## src/rtl/reg_cut.sv

```systemverilog
// reg_cut: register-bus timing cut between the bus multiplexer and a
// peripheral register file. Every output is driven from flops. The cut runs
// one transaction at a time, and each access costs at least 3 cycles.
//
// Handshake, upstream and downstream sides: the requester raises valid and
// holds valid and the payload stable until it sees ready high. The requester
// samples ready, rdata and error in the same cycle.
//
// Optional feature: define REG_CUT_TIMEOUT_EN to bound the downstream wait.
// After TimeoutCycles ISSUE cycles without ready, the cut answers upstream
// with error=1 and rdata=0. When the macro is not defined, ISSUE waits
// indefinitely.

package reg_cut_pkg;
  localparam int unsigned RegAw = 32;
  localparam int unsigned RegDw = 32;

  typedef struct packed {
    logic [RegAw-1:0]   addr;
    logic               write;
    logic [RegDw-1:0]   wdata;
    logic [RegDw/8-1:0] wstrb;
    logic               valid;
  } req_t;

  typedef struct packed {
    logic [RegDw-1:0] rdata;
    logic             error;
    logic             ready;
  } rsp_t;
endpackage

module reg_cut #(
  parameter int unsigned AW            = 32,
  parameter int unsigned DW            = 32,
  parameter type         req_t         = reg_cut_pkg::req_t,
  parameter type         rsp_t         = reg_cut_pkg::rsp_t,
  parameter int unsigned TimeoutCycles = 256
) (
  input  logic clk_i,
  input  logic rst_ni,
  input  req_t in_req_i,
  output rsp_t in_rsp_o,
  output req_t out_req_o,
  input  rsp_t out_rsp_i
);

  // Elaboration guard: a zero wait limit would make the timeout meaningless.
  if (TimeoutCycles < 1) begin : g_bad_timeout
    $error("reg_cut: TimeoutCycles must be at least 1");
  end

  typedef enum logic [1:0] {
    IDLE  = 2'd0,
    ISSUE = 2'd1,
    RESP  = 2'd2
  } state_e;

  state_e state_q, state_d;

  // Captured request payload. It holds its value through IDLE and RESP.
  logic [AW-1:0]   addr_q, addr_d;
  logic            write_q, write_d;
  logic [DW-1:0]   wdata_q, wdata_d;
  logic [DW/8-1:0] wstrb_q, wstrb_d;

  // Captured downstream response. It is shown upstream only in RESP.
  logic [DW-1:0]   rdata_q, rdata_d;
  logic            error_q, error_d;

`ifdef REG_CUT_TIMEOUT_EN
  localparam int unsigned CntW = $clog2(TimeoutCycles + 1);
  logic [CntW-1:0] cnt_q, cnt_d;
`endif

  // Next-state logic: capture in IDLE, wait in ISSUE, pulse ready in RESP.
  always_comb begin
    state_d = state_q;
    addr_d  = addr_q;
    write_d = write_q;
    wdata_d = wdata_q;
    wstrb_d = wstrb_q;
    rdata_d = rdata_q;
    error_d = error_q;
`ifdef REG_CUT_TIMEOUT_EN
    cnt_d   = cnt_q;
`endif
    unique case (state_q)
      IDLE: begin
        if (in_req_i.valid) begin
          addr_d  = in_req_i.addr;
          write_d = in_req_i.write;
          wdata_d = in_req_i.wdata;
          wstrb_d = in_req_i.wstrb;
          state_d = ISSUE;
`ifdef REG_CUT_TIMEOUT_EN
          cnt_d   = '0;
`endif
        end
      end
      ISSUE: begin
        // A real response takes priority over a timeout in the same cycle.
        if (out_rsp_i.ready) begin
          rdata_d = out_rsp_i.rdata;
          error_d = out_rsp_i.error;
          state_d = RESP;
        end
`ifdef REG_CUT_TIMEOUT_EN
        else begin
          cnt_d = cnt_q + 1'b1;
          if (cnt_q == CntW'(TimeoutCycles - 1)) begin
            rdata_d = '0;
            error_d = 1'b1;
            state_d = RESP;
          end
        end
`endif
      end
      RESP: begin
        state_d = IDLE;
      end
      default: begin
        state_d = IDLE;
      end
    endcase
  end

  // State, payload and response registers with asynchronous clear.
  always_ff @(posedge clk_i or negedge rst_ni) begin
    if (!rst_ni) begin
      state_q <= IDLE;
      addr_q  <= '0;
      write_q <= 1'b0;
      wdata_q <= '0;
      wstrb_q <= '0;
      rdata_q <= '0;
      error_q <= 1'b0;
    end else begin
      state_q <= state_d;
      addr_q  <= addr_d;
      write_q <= write_d;
      wdata_q <= wdata_d;
      wstrb_q <= wstrb_d;
      rdata_q <= rdata_d;
      error_q <= error_d;
    end
  end

`ifdef REG_CUT_TIMEOUT_EN
  // Counts downstream wait cycles. It is cleared when a request is captured.
  always_ff @(posedge clk_i or negedge rst_ni) begin
    if (!rst_ni) begin
      cnt_q <= '0;
    end else begin
      cnt_q <= cnt_d;
    end
  end
`endif

  // Downstream request. The payload comes from registers and valid is set
  // only while in ISSUE.
  always_comb begin
    out_req_o       = '0;
    out_req_o.addr  = addr_q;
    out_req_o.write = write_q;
    out_req_o.wdata = wdata_q;
    out_req_o.wstrb = wstrb_q;
    out_req_o.valid = (state_q == ISSUE);
  end

  // Upstream response. It is zero everywhere except the single RESP cycle.
  always_comb begin
    in_rsp_o = '0;
    if (state_q == RESP) begin
      in_rsp_o.ready = 1'b1;
      in_rsp_o.rdata = rdata_q;
      in_rsp_o.error = error_q;
    end
  end

endmodule

```

## config.mk

```make
export PLATFORM = sky130hd
export DESIGN_NAME = reg_cut
export DESIGN_NICKNAME = d
export VERILOG_FILES = /design/src/rtl/reg_cut.sv
export SDC_FILE = /design/constraint.sdc
export NUM_CORES = 1
export LEC_CHECK = 0
export BUFFER_PORTS_ARGS = -buffer_cell sky130_fd_sc_hd__buf_2
export CAP_MARGIN = 40
export CELL_PAD_IN_SITES_DETAIL_PLACEMENT = 1
export CELL_PAD_IN_SITES_GLOBAL_PLACEMENT = 1
export CORE_ASPECT_RATIO = 1.2
export CORE_UTILIZATION = 38
export CTS_CLUSTER_DIAMETER = 200
export DETAILED_ROUTE_END_ITERATION = 7
export GPL_ROUTABILITY_DRIVEN = 0
export PLACE_DENSITY = 0.85
export RECOVER_POWER = 25
export SYNTH_ARGS = -nofsm -noshare
export SYNTH_HDL_FRONTEND = slang
export SYNTH_SLANG_ARGS = --single-unit
export TNS_END_PERCENT = 1
```

## constraint.sdc

```tcl
create_clock -name clk_i -period 3.35 [get_ports clk_i]
set_clock_uncertainty 0.2 [all_clocks]
set_input_delay 0.1675 -clock clk_i [delete_from_list [all_inputs] [get_ports clk_i]]
set_output_delay 0.1675 -clock clk_i [all_outputs]
set_load 0.1 [all_outputs]
```

**Word level (Yosys, flattened, before mapping)**

Index checks and enable logic that the tools add are counted.

- Equality and inequality tests: 4
- Mux-type cells: 4
- Reductions and logical operators: 4

Operators by type and width:

| kind | number |
|---|---|
| two-way mux 34 bit | 1 |
| AND reduction 2 bit | 3 |
| two-way mux 2 bit | 2 |
| one-hot mux 2 bit (2 select lines) | 1 |
| equality test 2 x 1 -> 1 bit (second input constant) | 1 |
| equality test 2 bit (second input constant) | 1 |
| zero test 2 bit | 1 |
| != test 2 x 1 -> 1 bit (second input constant) | 1 |
| != test 2 bit (second input constant) | 1 |

- Bits of input ports: 106
- Output and inout bits: 104
- Logic and storage cells: 19
- Flip-flop bits (word level): 104

**Depth between registers and ports, before layout**

- Depth after elaboration: 3
- Depth in mapped cells: 4
- Mapped depth without buffers: 2

**Worst setup path before layout**

No wires, ideal clock.

- Path type: register to output
- From: register state_q[0]
- To: output in_rsp_o[22] in the netlist's numbering
- Arrival: 2.529 ns
- Slack: 0.453 ns
- Buffers on the path: 1
- Stages on the path, launching flop included: 4
- Cells stage by stage: dfrtp_1 > nor2b_1 > clkbuf_1 > and2_1

RTL lines:

| item | line | text |
|---|---|---|
| from (decl) | 59 | `state_e state_q, state_d;` |
| from (signal assigned) | 139 | `state_q <= state_d;` |
| to (decl) | 43 | `output rsp_t in_rsp_o,` |

==> results.md <==
| Parameter | Reported | Unit |
|---|---|---|
| Die area | 11,200 | um^2 |
| Critical Path Sink Type | async pin | - |
| Hold Violations, Final | 0 | - |
| RR Startpoint | state_q[0]$_DFFE_PN0P_ | - |
| Gr usage total | 24.3 | % |
| Startpoint of the worst hold path | addr_q[20]$_DFFE_PN0P_ | - |
| Unrepaired setup endpoints after global routing | no | - |
| Mean cell area of the mapped netlist | 15.7 | um^2 |
| Total via count in the routed design | 3,367 | - |
| Initial Utilization | 38.9 | % |
| Reg-to-reg critical path endpoint | addr_q[6]$_DFFE_PN0P_ | - |
| Congestion Overflow GR | 0 | - |
| Per-cell routed wire length | 18.4 | um |
| Core footprint | 10,500 | um^2 |
| Clock period minus worst slack | 2.18 | ns |
| Transition time of the tightest slew-check pin | 1.44 | ns |
| Initial antenna violation count | 3 | - |
| Clock Sink Count | 104 | - |
| Via count of the first global-routing pass | 4,009 | - |
| CTS root buf | clkbuf_16 | - |
| Path category of the worst min-delay check | flip-flop to flip-flop | - |
| Clock-pin slew on the worst setup and hold paths | 0.07 | ns |
| Max-cap check violation count | 0 | - |
| Setup slack of the most critical reg-to-reg path | 1.20 | ns |
| Detailed router's first-iteration violation count | 81 | - |
| Number of I/O pins | 210 | - |
| Storage cell area | 2600 | um^2 |
| Count of input and output buffers | 209 | - |
| Crit path kind | primary input to async pin | - |
| Count of yosys warnings during synthesis | 0 | - |
| Flop and latch count out of synthesis | 104 | - |
| Count of pins over their slew limit | 0 | - |
| Cell variety after synth | 14 | - |
| Number of resized instances in the post-cts repair step | 0 | - |
| HPWL Detailed | 7.27 | mm |
| Via/cell ratio | 4.70 | - |
| Fmax | 458 | MHz |
| Critical path arrival | 2.50 | ns |
| Routed WL | 13.2 | mm |
| Setup tns final | 0 | ns |
| Critical path peak fanout | 65 | - |
| Layout cells sized above 1 | 55.5 | % |
| Net Count, Synth | 367 | - |
| Number of rows created at floorplan | 41 | - |
| Startpoint class of the critical path | primary input | - |
| Global-route wire length before repair | 20.7 | mm |
| Filler Cells Inserted | 1,086 | - |
| Cts bufs inserted | 9 | - |
| Vertical extent of the die | 116 | um |
| Final layout net count | 685 | - |
| Mapped Area | 4090 | um^2 |
| Number of cells on the worst hold path | 1 | - |
| Clock network latency to the later pin of the worst-skew pair | 0.33 | ns |
| Sequential cell area fraction in the yosys report | 63.6 | % |
| Hold Crit Endpoint | addr_q[20]$_DFFE_PN0P_ | - |
| Antenna viol nets, final | 0 | - |
| Result of the run | finished, final reports clean | - |
| Detailed-router iteration count before antenna repair | 4 | - |
| DRC violation count after routing | 0 | - |
| Clock tree from TritonCTS | yes | - |
| Synth-to-layout area growth | 62.7 | % |
| Number of cells on the worst reg-to-reg path | 3 | - |
| Maximum number of pins on one net before global-route repair | 70 | - |
| Tightest slew margin relative to the limit | 3.78 | % |
| Multi-input gate area in the final layout | 1410 | um^2 |
| Buffer levels on the longest clock path | 2 | - |
| Final worst-path cycle share | 65.2 | % |
| Post-synthesis instance total | 261 | - |
| Post-CTS setup buffer count | 0 | - |
| H-tree levels | 3 | - |
| Width of the die | 96.7 | um |
| Required time of the critical path | 3.67 | ns |
| Count of endpoints failing setup in the final report | 0 | - |
synth_stat cells:
library cell	count	area share, %
dfrtp_1	104	64
mux2_2	92	25
buf_6	1	0.28
clkbuf_1	3	0.28
a21oi_1	1	0.12
nand2b_1	2	0.31
mux2_1	10	2.8
nor3b_2	1	0.31
nand3b_1	1	0.18
inv_1	1	0.092
nor2b_1	2	0.31
buf_4	2	0.37
and2_1	33	5.0
buf_2	8	0.98
metrics by stage:
step | cell area (um^2) | hold WS [ns] | utilization (%) | setup slack (ns) | instances
2_1_floorplan | 4090 | -0.328 | - | 0.453 | 261
3_3_place_gp | 5270 | 0.183 | 50.1 | 1.28 | 591
3_5_place_dp | 5300 | -0.106 | 50.4 | 1.21 | 592
4_1_cts | 6650 | 0.0694 | 63.2 | 1.18 | 713
5_1_grt | 6650 | 0.319 | 63.2 | 0.868 | 716
6_report | 6650 | 0.291 | 63.2 | 1.17 | 717
worst max-delay path, cell delays in order:
cell and delay [ns]:
dlygate4sd3_1 0.53, clkbuf_1 1.05, buf_16 0.38, buf_4 0.33
sequential cells by signal, indices dropped and copies added (netlist names):
name and cells:
addr_q 32, error_q 1, rdata_q 32, state_q 2, wdata_q 32, write_q 1
wstrb_q 4
final cells by class:
cell class | instances | share of cell area, %
flip-flops and latches | 104 | 39.1
repair buffers | 321 | 32.6
multi-input cells | 142 | 21.2
clock buffers | 12 | 4.01
well taps | 129 | 2.43
clock inverters | 4 | 0.414
diodes | 4 | 0.150
inverters | 1 | 0.0564
cell families after synthesis:
group | count (synthesis) | synth area share, %
DFF | 104 | 63.6
and+or+nand+nor | 39 | 6.15
AOI/OAI and AO/OA | 1 | 0.122
muxes | 102 | 28.1
buffers and inverters | 15 | 1.99
worst max path at each step:
stage / slack [ns] / from / end / cells past startpoint
finish: 1.17 / rst_ni / addr_q[23]$_DFFE_PN0P_ / 4
global route: 0.87 / rst_ni / addr_q[26]$_DFFE_PN0P_ / 4
CTS: 1.18 / state_q[1]$_DFFE_PN0P_ / in_rsp_o[4] / 4
detailed placement: 1.21 / state_q[0]$_DFFE_PN0P_ / wdata_q[12]$_DFFE_PN0P_ / 3
global placement: 1.28 / state_q[0]$_DFFE_PN0P_ / wdata_q[29]$_DFFE_PN0P_ / 3
floorplan: 0.45 / state_q[0]$_DFFE_PN0P_ / in_rsp_o[22] / 3
cell usage in the layout, fill, tap and decap left out, drive strengths merged, types with 2 or more instances in the layout:
master,instances
dfrtp,104
nand2b,2
and2,33
nor2b,2
clkinvlp,3
clkbuf,13
mux2,102
buf,215
dlygate4sd3,105
diode,4
per-layer routing:
metal,wire [um],GRT usage (%)
met5,0,0
met4,403,11.6
met3,679,6.09
met2,7760,48.0
met1,4370,23.5
timing repair:
| action | in CTS | in global routing |
|---|---|---|
| hold buffers | 105 | 0 |
| hold endpoints to repair | 189 | 0 |
| endpoints found under the setup margin | 0 | 0 |
Power is left out: the tool's default activity adds up to more than one toggle a clock period on the data nets, which glitch-free logic cannot reach.
